<file path="config.mk">
export PLATFORM = sky130hd
export DESIGN_NAME = reg_file_2r1w
export DESIGN_NICKNAME = d
export VERILOG_FILES = /design/src/rtl/reg_file_2r1w.sv
export SDC_FILE = /design/constraint.sdc
export NUM_CORES = 2
export LEC_CHECK = 0
export BUFFER_PORTS_ARGS = -buffer_cell sky130_fd_sc_hd__buf_2
export CORE_ASPECT_RATIO = 0.75
export CORE_UTILIZATION = 35
export CTS_CLUSTER_DIAMETER = 80
export DETAILED_ROUTE_END_ITERATION = 10
export GPL_ROUTABILITY_DRIVEN = 0
export SYNTH_ARGS = -nofsm -noshare
export SYNTH_HDL_FRONTEND = slang
export SYNTH_SLANG_ARGS = --single-unit
</file>
<file path="constraint.sdc">
create_clock -name clk -period 4.65 [get_ports clk]
set_input_delay 0.6975 -clock clk [delete_from_list [all_inputs] [get_ports clk]]
set_output_delay 0.6975 -clock clk [all_outputs]
set_load 0.01 [all_outputs]
</file>
<file path="src/rtl/reg_file_2r1w.sv">
// reg_file_2r1w: integer register file for the RISC-V core.
//
// 32 x XLEN architectural registers with two combinational read ports and one
// synchronous write port. Register x0 is hard-wired to zero. A write that is in
// flight in the current cycle is forwarded to any read port addressing the
// same nonzero register (write-through bypass).
//
// Ports:
//   clk       - system clock, all state updates on the rising edge
//   rst       - synchronous reset, active-high; clears every register and
//               forces both read ports to zero while asserted
//   reg_write - write enable for the rd port
//   rd_addr   - write address
//   rd_data   - write data
//   rs1_addr  - read port 1 address
//   rs2_addr  - read port 2 address
//   rs1_data  - read port 1 data (combinational)
//   rs2_data  - read port 2 data (combinational)
module reg_file_2r1w #(
    parameter int unsigned XLEN = 32,
    parameter int unsigned NREG = 32,
    parameter int unsigned AW   = 5
) (
    input  logic            clk,
    input  logic            rst,
    input  logic            reg_write,
    input  logic [AW-1:0]   rd_addr,
    input  logic [XLEN-1:0] rd_data,
    input  logic [AW-1:0]   rs1_addr,
    input  logic [AW-1:0]   rs2_addr,
    output logic [XLEN-1:0] rs1_data,
    output logic [XLEN-1:0] rs2_data
);

    logic [XLEN-1:0] regs_q [NREG];
    logic [XLEN-1:0] regs_d [NREG];
    logic [NREG-1:0] wr_en;

    // One-hot write decode; x0 never gets an enable.
    always_comb begin
        wr_en = '0;
        if (reg_write) begin
            wr_en[rd_addr] = 1'b1;
        end
        wr_en[0] = 1'b0;
    end

    // Each register reloads itself unless its enable is active.
    always_comb begin
        for (int i = 0; i < NREG; i++) begin
            regs_d[i] = wr_en[i] ? rd_data : regs_q[i];
        end
        regs_d[0] = '0;
    end

    always_ff @(posedge clk) begin
        for (int i = 0; i < NREG; i++) begin
            if (rst) begin
                regs_q[i] <= '0;
            end else begin
                regs_q[i] <= regs_d[i];
            end
        end
    end

    // NREG:1 mux followed by bypass and zero forcing, shared by both ports.
    function automatic logic [XLEN-1:0] read_port(input logic [AW-1:0] addr);
        logic [XLEN-1:0] val;
        val = regs_q[addr];
        if (reg_write && (rd_addr == addr)) begin
            val = rd_data;
        end
        if (rst || (addr == '0)) begin
            val = '0;
        end
        return val;
    endfunction

    always_comb begin
        rs1_data = read_port(rs1_addr);
        rs2_data = read_port(rs2_addr);
    end

endmodule

</file>
==> summary.md <==
| Metric | Value |
|---|---|
| Fin. max-slew vios | 0 |
| Biggest regs | regs_q: 992 flops |
| Die Wd | roughly 460 um |
| Final hold viol count | 0 |
| Num ports | ~110 |
| Met2 routed WL | slightly above 90 mm |
| Syn. warnings | 0 |
| Peak supply drop | 0.000294 V |
| Area occupied by multi-input gates | between 20000 and 25000 um2 |
| Mean post-synth cell area | between 10 and 15 um2 |
| Synth area leaders | edfxtp_1 55%, mux4_2 15%, and2_1 11%, mux2_2 3.2%, clkbuf_1 1.9% |
| Static Leak | 21.1 nW |
| Worst slack at placement | -49.2 ps |
| Register area share after synthesis | 0.547 |
| Mapped Area | around 54000 um2 |
| Post-route cell area | 61800 um2 |
| Port Buffers | between 100 and 150 |
| Final Critical Period | approximately 4500 ps |
| Rel. slew slack | 0.0201 |
| Register area | 29800 um2 |
| Final Total Pwr | between 20 and 25 mW |
| Leading area contributor after synthesis | edfxtp_1 |
| Max FO, Critical Path | 52 |
| Period utilization | 0.971 |
| Share of the synthesized area in the top cell type | 0.547 |
| Largest net degree at the start of global routing | 56 |
| First-pass GRT wire length | 300 mm |
| CP required | 3950 ps |
| Main flop type after synthesis | edfxtp_1 |
| Max-cap violations | 1 |
| Clock sink total | ~990 |
| Post-DR vias/cell | approximately 6.4 |
| Status | finished with violations |
| Post-route ant nets | 0 |
| Clock tree buffer depth | 3 |
| Cell Count, Final, Fillers Out | 6063 |
| Hold_buf cts | 0 |
| Drt pass-1 iters | 6 |
| Final setup margin | roughly 140 ps |
| Placed instance area | about 59000 um2 |
| Core Util, Final | 0.403 |
| Residual DRC | 0 |
| Avg WL per Cell | about 36 um |
| WL met1 | around 86 mm |
| Die area | between 150000 and 200000 um2 |
| Clock buffer count from CTS | just under 100 |
| Failing checks | capacitance limit |
| Asr flop ratio synth | 0 |
| Flops & latches, synth | about 990 |
| Count of cell types in the netlist | 53 |
| WL met3 | ~30 mm |
| Post-DP HPWL | between 100 and 150 mm |
| Remaining Overflow, GRT | 0 |
| Top-count cell post-synth | and2_1 |
| Die height | around 340 um |
| DR vias | 38500 |
| Setup violations, final | 0 |
| Classification of the worst setup path | in2out |
| Synth top cells by count | 994 x and2_1, 992 x edfxtp_1, 371 x mux4_2 |
| Power per Cell Area | between 300 and 400 nW/um2 |
| Fill cells | 14000 |
| Area growth syn-to-layout | 13.6% |
| Post-synth EDFFs | 992 |
| Worst setup EP type | output pin |
| Max FFs per register | around 990 |
| Hold crit path type | in2reg |
| Post-Route WL | about 220 mm |
| Arrival @ worst endpoint | roughly 3800 ps |
| Syn nets | a little under 4000 |
| H-tree levels | 3 |
| NumNets Final | around 4000 |
| Worst-path clk slew | roughly 60 ps |
| Most flops, register | regs_q |
| Share of post-route cells with drive strength above 1 | 0.282 |
| Top achievable clock speed | approximately 220 MHz |
| Initial antenna violation count | 44 |
| Mapped Cells | between 3000 and 4000 |
| GRT Total Usage | 0.274 |
| Top layer in use | met5 |
| Critical Path Start Type | primary input |
| CTS tree | built |
| Worst Tran Pin Value | between 1000 and 1500 ps |
| Core Footprint | roughly 150000 um2 |
| Initial Utilization | 0.355 |
| RSZ-0062 raised after global routing | no |
| DR iter-0 viols | between 7000 and 8000 |
| Clock Tree Root | clkbuf_16 |
| Row Count | between 100 and 150 |
| Number of global-route vias before repair | between 30000 and 40000 |
| Cell count after placement | 5876 |
-- routing by layer --
| layer | up-vias | global-route usage |
|---|---|---|
| li1 | 15100 | - |
| met1 | 19800 | 0.383 |
| met2 | 3103 | 0.395 |
| met3 | 505 | 0.0802 |
| met4 | 10 | 0.117 |
| met5 | - | 0 |
-- area by class of cell --
cell class	instances	share of cell area
flip-flops and latches	992	0.482
inverters	8	0.000486
clock inverters	56	0.00852
diodes	14	0.000567
clock buffers	117	0.0412
repair buffers	384	0.0513
well taps	2016	0.0408
multi-input cells	2476	0.376
-- repair_timing --
item / 4_1_cts / 5_1_grt
setup endpoints to repair: 1 / 4
buffers inserted: 0 / 0
gates resized for setup: 1 / 4
cloned: 0 / 0
-- critical path, stage by stage --
cell,delay (ps)
buf_8,410
buf_12,360
mux4_2,290
nor2_1,40
a2111oi_0,1180
a211oi_1,220
a31oi_1,300
buf_2,170
-- logic make-up after synthesis --
family                    count (synthesis)  share of synthesized area
AOI/OAI and AO/OA                       490                     0.0655
and+or+nand+nor                        1377                      0.149
muxes                                   599                      0.199
buffers and inverters                   437                     0.0376
DFF                                     992                      0.547
xor gates and xnor gates                 10                    0.00161
-- report_power, final --
part	internal [mW]	switching [mW]	total (mW)
Clock	4.40	3.70	8.10
Combinational	1.18	1.87	3.05
Sequential	10.3	0.272	10.6
Total	15.9	5.84	21.8
-- cells in the final DEF (no fill, tap or decap), drive strengths merged, types with 13 or more instances in the layout --
cell,instances
inv,14
a22oi,46
diode,14
nor2,77
o41ai,29
buf,384
o311ai,13
edfxtp,992
o221ai,13
mux4,371
clkinv,38
o21bai,26
o21ai,40
nor2b,88
mux2,155
a2111oi,15
and2,994
a21oi,45
mux2i,73
o22ai,61
nand3b,14
a31oi,18
nand3,27
clkbuf,117
nor3,29
nand2,103
a211oi,79
a221oi,51
-- worst paths after layout --
check	start	to	cells past startpoint
setup / recovery	rs1_addr[1]	rs1_data[6]	8
hold / removal	rd_data[23]	regs_q[7][23]$_SDFFCE_PN0P_	2
-- per-stage QoR --
| stage | hold WS (ps) | setup TNS (ps) |
|---|---|---|
| after detailed placement | 1150 | -49.2 |
| after floorplan | 896 | 0 |
| after global placement | 1150 | -426 |
| after global routing | 423 | 0 |
| after CTS | 379 | 0 |
| final | 407 | 0 |
(Power assumes the default switching activity.)
